===== config.mk =====
export PLATFORM = sky130hd
export DESIGN_NAME = cv32e40s_mul_arbiter
export DESIGN_NICKNAME = d
export VERILOG_FILES = /design/src/rtl/cv32e40s_mul_arbiter.sv
export SDC_FILE = /design/constraint.sdc
export NUM_CORES = 1
export LEC_CHECK = 0
export CAP_MARGIN = 20
export CORE_AREA = 2 2 123 125
export CTS_CLUSTER_SIZE = 10
export DETAILED_ROUTE_END_ITERATION = 10
export DIE_AREA = 0 0 125 127
export HOLD_SLACK_MARGIN = 0.03
export PLACE_DENSITY = 0.6
export RECOVER_POWER = 25
export SYNTH_ARGS = -nofsm -noshare
export SYNTH_HDL_FRONTEND = slang
export SYNTH_SLANG_ARGS = --single-unit

===== constraint.sdc =====
create_clock -name clk -period 2.85 [get_ports clk]
set_input_delay 0.57 -clock clk [delete_from_list [all_inputs] [get_ports clk]]
set_output_delay 0.57 -clock clk [all_outputs]
set_load 0.02 [all_outputs]

===== src/rtl/cv32e40s_mul_arbiter.sv =====
// Shares one multiplier between two requesters: accept, capture operands, drive the multiplier, return the result.
// Define CV32E40S_MUL_ARB_RR_EN for round-robin selection; the default is fixed priority to requester 0.

package cv32e40s_mul_arbiter_pkg;
    typedef enum logic [0:0] {MUL_M32 = 1'b0, MUL_H = 1'b1} mul_opcode_e;
endpackage

module cv32e40s_mul_arbiter
    import cv32e40s_mul_arbiter_pkg::*;
(
    input  logic        clk,
    input  logic        rst_n,
    input  logic        req0_valid_i,
    output logic        req0_ready_o,
    input  mul_opcode_e req0_operator_i,
    input  logic [1:0]  req0_signed_mode_i,
    input  logic [31:0] req0_op_a_i,
    input  logic [31:0] req0_op_b_i,
    input  logic        req0_kill_i,
    output logic        rsp0_valid_o,
    input  logic        rsp0_ready_i,
    output logic [31:0] rsp0_result_o,
    input  logic        req1_valid_i,
    output logic        req1_ready_o,
    input  mul_opcode_e req1_operator_i,
    input  logic [1:0]  req1_signed_mode_i,
    input  logic [31:0] req1_op_a_i,
    input  logic [31:0] req1_op_b_i,
    input  logic        req1_kill_i,
    output logic        rsp1_valid_o,
    input  logic        rsp1_ready_i,
    output logic [31:0] rsp1_result_o,
    output logic        mul_valid_o,
    output mul_opcode_e mul_operator_o,
    output logic [1:0]  mul_signed_mode_o,
    output logic [31:0] mul_op_a_o,
    output logic [31:0] mul_op_b_o,
    input  logic [31:0] mul_result_i,
    input  logic        mul_valid_i,
    input  logic        mul_ready_i,
    output logic        mul_ready_o
);

    typedef enum logic [0:0] {IDLE = 1'b0, BUSY = 1'b1} state_e;

    state_e      state_r;
    logic        owner_r;
    logic        last_grant_r;
    mul_opcode_e operator_r;
    logic [1:0]  signed_mode_r;
    logic [31:0] op_a_r;
    logic [31:0] op_b_r;

    logic elig0_s;
    logic elig1_s;
    logic win1_s;
    logic grant_s;
    logic owner_kill_s;
    logic owner_rsp_ready_s;
    logic done_s;
    logic unused_mul_ready_s;

    // The multiplier's own ready is implied by it being idle whenever this block is idle.
    assign unused_mul_ready_s = mul_ready_i;

    assign mul_operator_o    = operator_r;
    assign mul_signed_mode_o = signed_mode_r;
    assign mul_op_a_o        = op_a_r;
    assign mul_op_b_o        = op_b_r;
    assign rsp0_result_o     = mul_result_i;
    assign rsp1_result_o     = mul_result_i;

    // Selection, handshakes and completion, all decided from current-cycle inputs.
    always_comb begin
        elig0_s           = req0_valid_i && !req0_kill_i;
        elig1_s           = req1_valid_i && !req1_kill_i;
`ifdef CV32E40S_MUL_ARB_RR_EN
        win1_s            = elig1_s && (!elig0_s || !last_grant_r);
`else
        win1_s            = elig1_s && !elig0_s;
`endif
        owner_kill_s      = owner_r ? req1_kill_i  : req0_kill_i;
        owner_rsp_ready_s = owner_r ? rsp1_ready_i : rsp0_ready_i;
        grant_s           = 1'b0;
        req0_ready_o      = 1'b0;
        req1_ready_o      = 1'b0;
        mul_valid_o       = 1'b0;
        mul_ready_o       = 1'b0;
        rsp0_valid_o      = 1'b0;
        rsp1_valid_o      = 1'b0;
        done_s            = 1'b0;
        if (state_r == IDLE) begin
            grant_s      = elig0_s || elig1_s;
            req0_ready_o = elig0_s && !win1_s;
            req1_ready_o = win1_s;
        end else begin
            mul_valid_o  = !owner_kill_s;
            mul_ready_o  = owner_rsp_ready_s;
            // A kill in the completion cycle suppresses the response handshake.
            rsp0_valid_o = mul_valid_i && !owner_kill_s && !owner_r;
            rsp1_valid_o = mul_valid_i && !owner_kill_s && owner_r;
            done_s       = owner_kill_s || (mul_valid_i && owner_rsp_ready_s);
        end
    end

    // State, ownership and operand capture.
    always_ff @(posedge clk) begin
        if (!rst_n) begin
            state_r       <= IDLE;
            owner_r       <= 1'b0;
            last_grant_r  <= 1'b1;
            operator_r    <= MUL_M32;
            signed_mode_r <= 2'b00;
            op_a_r        <= 32'h0000_0000;
            op_b_r        <= 32'h0000_0000;
        end else begin
            case (state_r)
                IDLE: begin
                    if (grant_s) begin
                        state_r       <= BUSY;
                        owner_r       <= win1_s;
                        last_grant_r  <= win1_s;
                        operator_r    <= win1_s ? req1_operator_i    : req0_operator_i;
                        signed_mode_r <= win1_s ? req1_signed_mode_i : req0_signed_mode_i;
                        op_a_r        <= win1_s ? req1_op_a_i        : req0_op_a_i;
                        op_b_r        <= win1_s ? req1_op_b_i        : req0_op_b_i;
                    end
                end
                BUSY: begin
                    if (done_s) begin
                        state_r <= IDLE;
                    end
                end
                default: begin
                    state_r <= IDLE;
                end
            endcase
        end
    end

endmodule


Word level (Yosys, flattened, before mapping). Cells that the tools add are included.

Mux-type cells: 17. Bitwise gates (word level): 1. Reduce and logical (&&, ||, !) cells: 17.

Operators with widths (number): 32-bit two-way mux (2); 1-bit two-way mux (13); 1-bit logical AND (8); 1-bit logical NOT (6); 1-bit logical OR (2); 2-bit two-way mux (1); 1-bit one-hot mux with 2 select lines (1); 2-bit AND reduction (1); 1-bit inverter (1).

Register bits: 69. Input bits: 176. Word-level logic and storage cells: 41.

Longest topological paths before layout. Gate-level depths: netlist of run 1.

Depth in word-level cells: 7. Depth in mapped cells: 6. Mapped depth without buffers: 4.

Worst setup path before layout of run 1. OpenSTA, ideal clock, no wires.

Kind: input to output. Start point: in req0_kill_i. End point: out rsp0_valid_o. Data arrival time: 1.333 ns. Setup slack: 0.947 ns. Cell stages on the path: 1. Path buffers: 0. Path through: nor4b_1.

Word-level cells in the longest chain between the ends: 5.

RTL lines: start: declaration (line 19) `input logic req0_kill_i,`; 1-bit two-way mux (line 82) `owner_kill_s = owner_r ? req1_kill_i : req0_kill_i;`; 1-bit logical NOT (line 100) `rsp0_valid_o = mul_valid_i && !owner_kill_s && !owner_r;`; 1-bit logical AND (2 in a row) (line 100); 1-bit two-way mux (line 92) `if (state_r == IDLE) begin`; end: declaration (line 20) `output logic rsp0_valid_o,`.

No other way between the ends.

Worst setup path in the final report of run 1.
Start point: in req0_kill_i. End point: out rsp1_valid_o.

Word-level cells in the longest chain between the ends: 5.

RTL lines: 1-bit two-way mux (line 82); 1-bit logical NOT (line 101) `rsp1_valid_o = mul_valid_i && !owner_kill_s && owner_r;`; 1-bit logical AND (2 in a row) (line 101); 1-bit two-way mux (line 92); end: declaration (line 30) `output logic rsp1_valid_o,`.

No other way between the ends.

==> results of run 1 <==
## path summary, 6_finish.rpt
kind	cells past startpoint	to	slack, ps	startpoint
worst min register to register	2	mul_op_b_o[7]	470	mul_op_b_o[7]
worst min-delay path	2	mul_op_b_o[7]	470	mul_op_b_o[7]
worst max register to register	4	mul_op_a_o[31]	1250	state_r
worst max-delay path	5	rsp1_valid_o	150	req0_kill_i
## state kept, by name, summed over array words and instances, names as in the netlist
signal and flops:
mul_op_a_o 32, mul_op_b_o 32, mul_signed_mode_o 2, mul_operator_o 1
owner_r 1, state_r 1
## metrics by stage
stage / total power [uW] / instances / hold slack (ps) / area, um2
detailed placement: 1790 / 708 / 460 / 5120
global placement: 1780 / 708 / 455 / 5120
floorplan: 1520 / 401 / 544 / 3310
finish: 2860 / 724 / 469 / 5420
global route: 3000 / 724 / 490 / 5420
CTS: 2910 / 724 / 471 / 5420
## synthesized netlist by cell type (2+ instances only)
cell,instances
o22ai_1,110
nand2_1,79
buf_4,69
dfxtp_1,69
buf_2,15
clkbuf_1,15
a31oi_1,12
o21ai_0,12
nor2b_1,4
mux2i_1,2
nand2b_4,2
## kinds of logic after synthesis
family / count (synthesis)
compound gates: 137
buf+inv: 100
simple gates: 93
mux: 2
flops: 69
## metal layers
metal / vias up / share of wire / track usage
met4: 0 / 0.034 / 0.0824
met1: 1510 / 0.38 / 0.148
met5: - / 0 / 0
met2: 166 / 0.49 / 0.242
met3: 33 / 0.10 / 0.0586
li1: 1658 / - / -
## power breakdown
part	internal (uW)	total, uW	switching, uW
logic	378	686	307
clock network	698	1100	401
registers	1040	1070	38.2
total	2110	2860	746
## critical path: cells and delay by family
kind	cells	cell delay [ps]
and+or+nand+nor	2	330
buffers and inverters	2	1060
muxes	1	180
## what timing repair did
item | CTS | global route
hold endpoints to repair | 0 | 0
endpoints found under the setup margin | 0 | 1
gates resized for setup | 0 | 1
## cell type report
class | count | area [um2] | share of cell area
tap | 184 | 230 | 0.0425
multi-input combinational | 232 | 1280 | 0.236
clock buffer | 12 | 246 | 0.0455
clock inverter | 4 | 47.5 | 0.00878
inverter | 1 | 3.75 | 0.000693
timing repair buffer | 222 | 2230 | 0.411
sequential | 69 | 1380 | 0.255
==> metrics list, run 1 <==
- Run status: completed
- The synthesized design contains 0 enable-type register cells.
* Period Utilization, post-route: 0.948
- Type of origin of the critical path: input port
- In the layout the commonest cells are clkdlybuf4s50_1, o22ai_1, nand2_1, dfxtp_1.
- Setup repair after global routing left no endpoint under its margin.
- Cell with the most instances on the worst path: clkdlybuf4s50_1
- Of the total synthesized cell area, the portion taken by XOR and XNOR cells is 0.
* Simple-gate share of the synthesized area: 0.121
- Drt drc: 0
* Placed wire-length estimate: 7.92 mm
* Peak per-stage delay on the critical path: 590 ps
- Dominant synthesized flop cell: dfxtp_1
- The number of antenna violations at the first check in global routing came to 0.
* Via density: 4.65
- In the final layout, the share of cells above drive strength 1 is 0.0519.
- Critical path capture point type: output port
- Of the synthesized area, sequential elements account for 0.417.
* Max-slew violation total from the final report: 0
- After the first detailed-routing iteration, the DRC count stood at 52.
* Worst-margin pin slew: 731 ps
* Die Ht: 127 um
- After detailed routing, the average wire length per cell comes to 15.5 um.
- Synthesized-area fraction occupied by ao, oa, aoi and oai cells: 0.258
- CTS Root Buffer Type: clkbuf_16
- Of all nets on the critical path, the largest fanout is 3.
- The clock reaches the later pin of the worst-skew pair after 330 ps.
* Multiplexer fraction of the synthesized cell area: 0.00605
- The number of nets in the synthesized netlist is 577.
- Post-detailed-routing wire length: 11.3 mm
* Fraction of synthesized cell area taken by the top area cell type: 0.417
- Most common library cell in the layout ignoring fill and taps: clkdlybuf4s50_1
* Setup Crit Path Kind: input port to output port
- Num CTS Buffers: 9
* Worst-path cell with the longest stage delay: clkdlybuf4s50_1
- Of all flip-flops after synthesis, the portion carrying an async set or reset was 0.
* Starting Density: 0.229
* Total of endpoints with negative setup slack in the final report: 0
- Overall fraction of global-route tracks in use: 0.142
- By area, the combinational part of the netlist is dominated by compound AO/OA/AOI/OAI gates.
* ANT cells: 0
- Clock Pin Slew Worst Setup and Hold Paths: 50 ps
- Critical Path AT: 2130 ps
- Counting flops and latches in the post-synthesis netlist gives 69.
- Across the VDD grid, the largest voltage drop is 0.000274 V.
- For this run, the top clock speed supported by timing is 0.370 GHz.
- Setup WS post-layout: 147 ps
- Final setup skew: 4.57 ps
- ANT nets after route: 0
* Hold-fix buffers at CTS: 0
* Clock period minus final worst setup slack: 2700 ps
- The first global-routing pass estimated 18.0 mm of wire.
- Headroom to the max-slew limit: 0.512
- CTS tree: done
* Dominant cell type by area after synthesis: dfxtp_1
- Vias in the first global route: 3655
- The final route contains 3367 vias.
- Counting distinct cell types in the post-synthesis netlist gives 23.
- Routability-driven placement congestion ratio: 0.752
- Max clock buf depth: 2
* Setup slack at placement: 116 ps
- Power spread over the standard cell area amounts to 528 nW/um2.
* CTS sink cnt: 69
- The net count of the finished layout is 711.
- Top-Level Pins: 313
* Floorplan Core Area: 14400 um2
- Number of instances in the synthesized netlist: 401
- Counting the fill cells in the layout gives 1456.
* YS warnings: 0
- Area of the mapped netlist: 3310 um2
- First drt pass iteration count: 4
- During placement, the flow inserted port buffers numbering 215.
* Number of post-CTS setup repair buffers: 0
- Mean instance size in the synthesized netlist: 8.25 um2
- The H-tree was split into 3 levels.
- The min-delay analysis places its worst path in the category register to register.
- Post-layout utilization of the core: 0.376
- Full die area: 15900 um2
- Chip width: 125 um
* Leading post-synthesis cells by cell area: dfxtp_1, o22ai_1, buf_4
* Post-synthesis to final-layout area growth: 63.7%
- GRT overflow: 0
* Core Rows: 44
* Maximum capacitance violations: 0
* Total Neg Setup Slack: 0 ps
* Cell-by-cell trace of the critical path: clkdlybuf4s50_1 -> mux2i_1 -> and2_1 -> and3_1 -> clkdlybuf4s50_1
- Final-report hold violation count: 0
- For this design the static power due to leakage is 0.00191 uW.
* Adder-cell area share of the yosys netlist: 0
- Maximum number of pins on one net before global-route repair: 81
* Worst Path Required: 2280 ps
(Power assumes the default switching activity.)
==> run 2: changes to the inputs <==
- PLACE_DENSITY: 0.6 -> 0.67
- SLEW_MARGIN: unset -> 25
==> run 2 against run 1 <==
Effect of this change:
- clock skew is 1.1 ps higher
- global-route usage is 0.31 points lower
- total power hardly changed
- sequential share of layout area is 0.059 points lower
- maximum frequency is 0.55% higher
==> metrics list, run 2 (synthesized netlist as in run 1, its figures left out) <==
- ANT nets after route: 0 (unchanged)
- The category of the worst setup path capture point was an output port (unchanged).
- The worst-path maximum fanout came to 3 (unchanged).
- Post-synthesis to final-layout area growth: 64.1% (was 63.7%)
* Via density: 4.67 (was 4.65)
- Post-detailed-routing wire length: 11.4 mm (was 11.3 mm)
* Worst-margin pin slew: 606 ps (was 731 ps)
* CTS Root Buffer Type: clkbuf_16 (unchanged)
* Clock period minus final worst setup slack: 2690 ps (was 2700 ps)
- Final setup skew: 5.66 ps (was 4.57 ps)
- Post-layout utilization of the core: 0.376 (about the same)
- Drt drc: 0 (unchanged)
* Critical Path AT: 2120 ps (was 2130 ps)
* Number of buffers inserted by port buffering: 215 (unchanged)
- Top cell family by delay on the critical path: buffers and inverters (unchanged)
* Num CTS Buffers: 9 (unchanged)
* Final-report hold violation count: 0 (unchanged)
* Worst ir drop on vdd: 0.000238 V (was 0.000274 V)
* Vias in the first global route: 3554 (was 3655)
- Cell with the most instances on the worst path: clkdlybuf4s50_1 (unchanged)
- Fraction of final layout cells with drive strength greater than 1: 0.0571 (was 0.0519)
* Cell-by-cell trace of the critical path: clkdlybuf4s50_1 -> mux2i_1 -> and2_1 -> and3_1 -> clkdlybuf4s50_1 (unchanged)
* Setup WS post-layout: 162 ps (was 147 ps)
* GRT overflow: 0 (unchanged)
* Count of buffering cells on the critical path with inverters included: 2 (unchanged)
* Chip width: 125 um (unchanged)
- Placed wire-length estimate: 8.32 mm (was 7.92 mm)
* Initial detailed-routing violation count: 99 (was 52)
- The TritonCTS clock tree was done (unchanged).
- Peak per-stage delay on the critical path: 600 ps (was 590 ps)
* Maximum capacitance violations: 0 (unchanged)
- Hold-fix buffers at CTS: 0 (unchanged)
- The die area was 15900 um2 (unchanged).
- Maximum number of pins on one net before global-route repair: 68 (was 81)
- First drt pass iteration count: 4 (unchanged)
* Floorplan Core Area: 14400 um2 (unchanged)
- The instance area after placement is 5130 um2 (was 5120 um2).
- Die Ht: 127 um (unchanged)
* Clock Pin Slew Worst Setup and Hold Paths: 50 ps (about the same)
- Clock Latency Late Sink: 330 ps (about the same)
- The cell row count is 44 (unchanged).
- Routability-driven placement congestion ratio: 0.718 (was 0.752)
- The number of antenna violations at the first check in global routing came to 1 (was 0).
- The post-placement setup slack is 71.5 ps (was 116 ps).
- Most frequent cells in the layout: clkdlybuf4s50_1, o22ai_1, nand2_1, dfxtp_1 (unchanged).
- The data required time at the worst endpoint is 2280 ps (about the same).
- Areal power density over the cells: 526 nW/um2 (was 528 nW/um2)
- The combined global-route utilization of all metal layers is 0.139 (was 0.142).
- The total number of H-tree levels is 3 (unchanged).
- Fmax: 0.372 GHz (was 0.370 GHz)
* Period Utilization, post-route: 0.943 (was 0.948)
* CTS sink cnt: 69 (unchanged)
- Top-Level Pins: 313 (unchanged)
* Starting Density: 0.229 (unchanged)
* Run status: completed (unchanged)
- NumNets Final: 714 (was 711)
- Type of origin of the critical path: input port (unchanged)
- Max-slew violation total from the final report: 0 (unchanged)
* Worst-path cell with the longest stage delay: clkdlybuf4s50_1 (unchanged)
* Most common library cell in the layout ignoring fill and taps: clkdlybuf4s50_1 (unchanged)
- The maximum number of buffers from clock root to sink is 2 (unchanged).
- Leak Pwr: 0.00192 uW (was 0.00191 uW)
- Headroom to the max-slew limit: 0.596 (was 0.512)
- The via count came to 3400 (was 3367).
* First-pass GRT wire length: 17.5 mm (was 18.0 mm)
- Total Neg Setup Slack: 0 ps (unchanged)
- The cell area after layout was 5430 um2 (was 5420 um2).
- The count of final setup violators came to 0 (unchanged).
* Worst Hold Class: register to register (unchanged)
- RSZ-0062 raised after global routing: no (unchanged).
- The class of the most critical setup path is input port to output port (unchanged).
* Final routed wire length divided by cell count: 15.6 um (was 15.5 um)
run 2: changes by cell type in the layout (fill, tap and decap cells not counted), sizes merged:
| cell | before | now |
|---|---|---|
| buf | 8 | 11 |
| diode | 0 | 1 |
run 2: path summary, 6_finish.rpt:
kind | from | to | slack [ps] | cells past startpoint
worst max register to register | state_r | mul_op_b_o[19] | 1280 | 4
worst max-delay path | req0_kill_i | rsp1_valid_o | 160 | 5
worst min-delay path | mul_op_b_o[28] | mul_op_b_o[28] | 470 | 2
worst min register to register | mul_op_b_o[28] | mul_op_b_o[28] | 470 | 2
run 2: worst register-to-register path, delay by kind of cell (launching register included):
family	cells	cell delay, ps
compound gates	2	440
buf+inv	1	510
flops	1	400
simple gates	1	150
run 2: timing repair:
action	in CTS	in global routing
hold endpoints to repair	0	0
endpoints found under the setup margin	0	1
resized for setup	0	1
setup buffers	0	0
run 2: stage by stage:
stage | std cells | total power (uW) | hold WS (ps)
floorplan | 401 | 1520 | 544
global route | 727 | 3000 | 481
CTS | 727 | 2910 | 471
detailed placement | 711 | 1780 | 461
finish | 728 | 2860 | 469
global placement | 711 | 1770 | 454
run 2: per-layer routing:
layer | GRT usage | routed length, um
met5 | 0 | 0
met4 | 0.0817 | 399
met3 | 0.0540 | 1030
met2 | 0.243 | 5500
met1 | 0.141 | 4450
run 2: layout make-up:
cell class                      count  area [um2]
Fill cell                        1474        8990
Timing Repair Buffer              225        2240
Sequential cell                    69        1380
Multi-Input combinational cell    232        1280
Clock buffer                       12         246
Tap cell                          184         230
Clock inverter                      4        47.5
Inverter                            1        3.75
Antenna cell                        1        2.50
run 2: report_power, final:
part | switching, uW | total [uW] | internal [uW]
Sequential | 38.3 | 1070 | 1040
Clock | 400 | 1100 | 698
Combinational | 307 | 685 | 379
==> run 3: changes to the inputs <==
==> constraint.sdc (replaced) <==
create_clock -name clk -period 2.85 [get_ports clk]
set_input_delay 0.57 -clock clk [delete_from_list [all_inputs] [get_ports clk]]
set_output_delay 0.57 -clock clk [all_outputs]
set_load 0.01 [all_outputs]
==> run 3 against run 2 <==
Effect of this change:
- worst hold slack got worse by 1.5 ps
- sequential power barely moved
- non-clock buffer count fell by 1
- register-to-register slack got worse by 30 ps
- critical endpoint is now req1_ready_o
- maximum frequency fell by 1.0%
- clock skew fell by 1.6 ps
- critical path type unchanged
- design area fell by 0.23%
==> metrics list, run 3 (synthesized netlist as in run 1, its figures left out) <==
* Routed metal-1 wirelength: 4.27 mm (was 4.45 mm)
- RSZ-0062 raised after global routing: no (unchanged)
* Routability-driven placement congestion ratio: 0.722 (was 0.718)
- Run status: completed (unchanged).
- Via density: 4.61 (was 4.67)
- Clock Latency Late Sink: 330 ps (about the same)
* Count of buffering cells on the critical path with inverters included: 2 (unchanged)
- Antenna violations before repair: 1 (unchanged)
* Vias after detailed routing: 3348 (was 3400)
- The number of hold violations in the final report was 0 (unchanged).
- The type of origin of the critical path is an input port (unchanged).
- The pin slew with the least headroom to its limit is 615 ps (was 606 ps).
- Leak Pwr: 0.00190 uW (was 0.00192 uW)
- The clock tree root buffer cell is clkbuf_16 (unchanged).
- The end of the worst register-to-register path is mul_op_b_o[19] (unchanged).
- Critical Path AT: 2150 ps (was 2120 ps)
* ANT nets after route: 0 (unchanged)
- The number of nets in the layout is 713 (was 714).
- The length of routed met3 wiring is 1.16 mm (was 1.03 mm).
- First-pass GRT wire length: 17.2 mm (was 17.5 mm)
- Num CTS Buffers: 9 (unchanged)
* Fmax: 0.368 GHz (was 0.372 GHz)
* Setup slack at placement: 121 ps (was 71.5 ps)
- The wire length per cell is 15.4 um (was 15.6 um).
- The area inside the core boundary came to 14400 um2 (unchanged).
- The reg-to-reg setup timing slack is 1250 ps (was 1280 ps).
* Worst Hold Class: register to register (unchanged)
* Peak per-stage delay on the critical path: 600 ps (about the same)
- Die Ht: 127 um (unchanged)
- The width of the chip was 125 um (unchanged).
- Number of buffers inserted by port buffering: 215 (unchanged)
* First drt pass iteration count: 4 (unchanged)
- The cell class contributing the biggest share of worst-path delay is buffers and inverters (unchanged).
* ANT cells: 0 (was 1)
- Initial detailed-routing violation count: 99 (unchanged)
- The cell count after placement is 710 (was 711).
- Setup Crit Path Kind: input port to output port (unchanged)
- The worst setup path startpoint was req0_kill_i (unchanged).
* Maximum capacitance violations: 0 (unchanged)
- The final critical path time including I/O delays and setup is 2720 ps (was 2690 ps).
* Post-cts sizing count: 0 (unchanged)
- The final-layout setup total negative slack came to 0 ps (unchanged).
* GRT overflow: 0 (unchanged)
* CTS tree: done (unchanged)
- The worst-path maximum fanout came to 4 (was 3).
* Cell with the most instances on the worst path: clkdlybuf4s50_1 (unchanged)
- The number of cells on the worst reg-to-reg path was 4 (unchanged).
- The beginning of the worst hold path was mul_signed_mode_o[1] (was mul_op_b_o[28]).
- Cell-by-cell trace of the critical path: clkdlybuf4s50_1 -> nand2b_4 -> nand2b_1 -> nor2_1 -> clkdlybuf4s50_1 (was clkdlybuf4s50_1 -> mux2i_1 -> and2_1 -> and3_1 -> clkdlybuf4s50_1).
- The most frequent standard cell in the layout excluding fill and tap cells was clkdlybuf4s50_1 (unchanged).
* CTS sink cnt: 69 (unchanged)
- The top routing layer in use was met4 (unchanged).
* Worst ir drop on vdd: 0.000220 V (was 0.000238 V)
* Post-detailed-routing wire length: 11.2 mm (was 11.4 mm)
* Drt drc: 0 (unchanged)
- The count of final max-slew check failures came to 0 (unchanged).
- Crit path capture: req1_ready_o (was rsp1_valid_o)
- Number of post-CTS setup repair buffers: 0 (unchanged)
- Layout filler cell count: 1458 (was 1474)
- Number of cells on the critical path: 5 (unchanged)
- The number of placed I/O pins was 313 (unchanged).
- Setup WS post-layout: 134 ps (was 162 ps)
- The count of hold-fix buffers inserted at cts is 0 (unchanged).
* Final setup skew: 4.07 ps (was 5.66 ps)
- Fraction of final layout cells with drive strength greater than 1: 0.0554 (was 0.0571)
- The signed area change from the synthesized netlist to the final layout came to 63.7% (was 64.1%).
- Core Rows: 44 (unchanged)
- Worst Path Required: 2280 ps (about the same)
- Most frequent cells in the layout: clkdlybuf4s50_1, o22ai_1, nand2_1, dfxtp_1 (unchanged).
* Non-filler cells in the finished layout: 726 (was 728)
- The sum of net half-perimeters after detailed placement is 8.17 mm (was 8.32 mm).
- Period Utilization, post-route: 0.953 (was 0.943)
- The total number of H-tree levels came to 3 (unchanged).
- Critical path capture point type: output port (unchanged)
* Metal2 WL: 5.30 mm (was 5.50 mm)
* Areal power density over the cells: 517 nW/um2 (was 526 nW/um2)
- Full die area: 15900 um2 (unchanged)
- Clock Pin Slew Worst Setup and Hold Paths: 60 ps (was 50 ps)
- R2R Path Start: state_r (unchanged)
- Headroom to the max-slew limit: 0.590 (was 0.596)
- Vias in the first global route: 3439 (was 3554)
- Starting Density: 0.229 (unchanged)
- The maximum number of buffers from clock root to sink is 2 (unchanged).
- The count of final setup violators came to 0 (unchanged).
- Worst-path cell with the longest stage delay: clkdlybuf4s50_1 (unchanged)
- Overall fraction of global-route tracks in use: 0.137 (was 0.139)
* Maximum number of pins on one net before global-route repair: 68 (unchanged)
- The final worst hold slack came to 468 ps (was 469 ps).
-- run 3: metrics by stage --
| stage | instance area (um2) | total power (uW) | util |
|---|---|---|---|
| 2_1_floorplan | 3310 | 1420 | - |
| 3_3_place_gp | 5120 | 1710 | 0.355 |
| 3_5_place_dp | 5120 | 1730 | 0.355 |
| 4_1_cts | 5420 | 2860 | 0.376 |
| 5_1_grt | 5420 | 2950 | 0.376 |
| 6_report | 5420 | 2800 | 0.376 |
-- run 3: worst min-delay path, cell delays in order (launching register included) --
cell     delay [ps]
dfxtp_1         310
nand2_1          50
o22ai_1          60
-- run 3: worst min path at each step --
stage	to	slack, ps	cells past startpoint
2_1_floorplan	mul_op_b_o[28]	490	2
3_3_place_gp	mul_op_b_o[28]	450	2
3_5_place_dp	mul_op_b_o[31]	460	2
4_1_cts	mul_op_b_o[31]	470	2
5_1_grt	mul_op_b_o[18]	480	2
6_report	mul_signed_mode_o[1]	470	2
-- run 3: area by class of cell --
cell class	instances	area [um2]	area share
clock inverter	5	61.3	0.0113
multi-input combinational	232	1280	0.236
clock buffer	11	233	0.0430
tap	184	230	0.0425
sequential	69	1380	0.255
timing repair buffer	224	2230	0.411
inverter	1	3.75	0.000693
-- run 3: power by group --
part | leakage, uW | internal, uW | total [uW] | switching [uW]
Clock | 0.000144 | 680 | 1100 | 421
Sequential | 0.000565 | 1040 | 1070 | 38.8
Combinational | 0.00119 | 377 | 628 | 251
-- run 3: layer usage --
layer,GRT usage,vias to the layer above
met3,0.0570,37
met2,0.235,166
met5,0,-
li1,-,1655
met4,0.0876,0
met1,0.139,1490
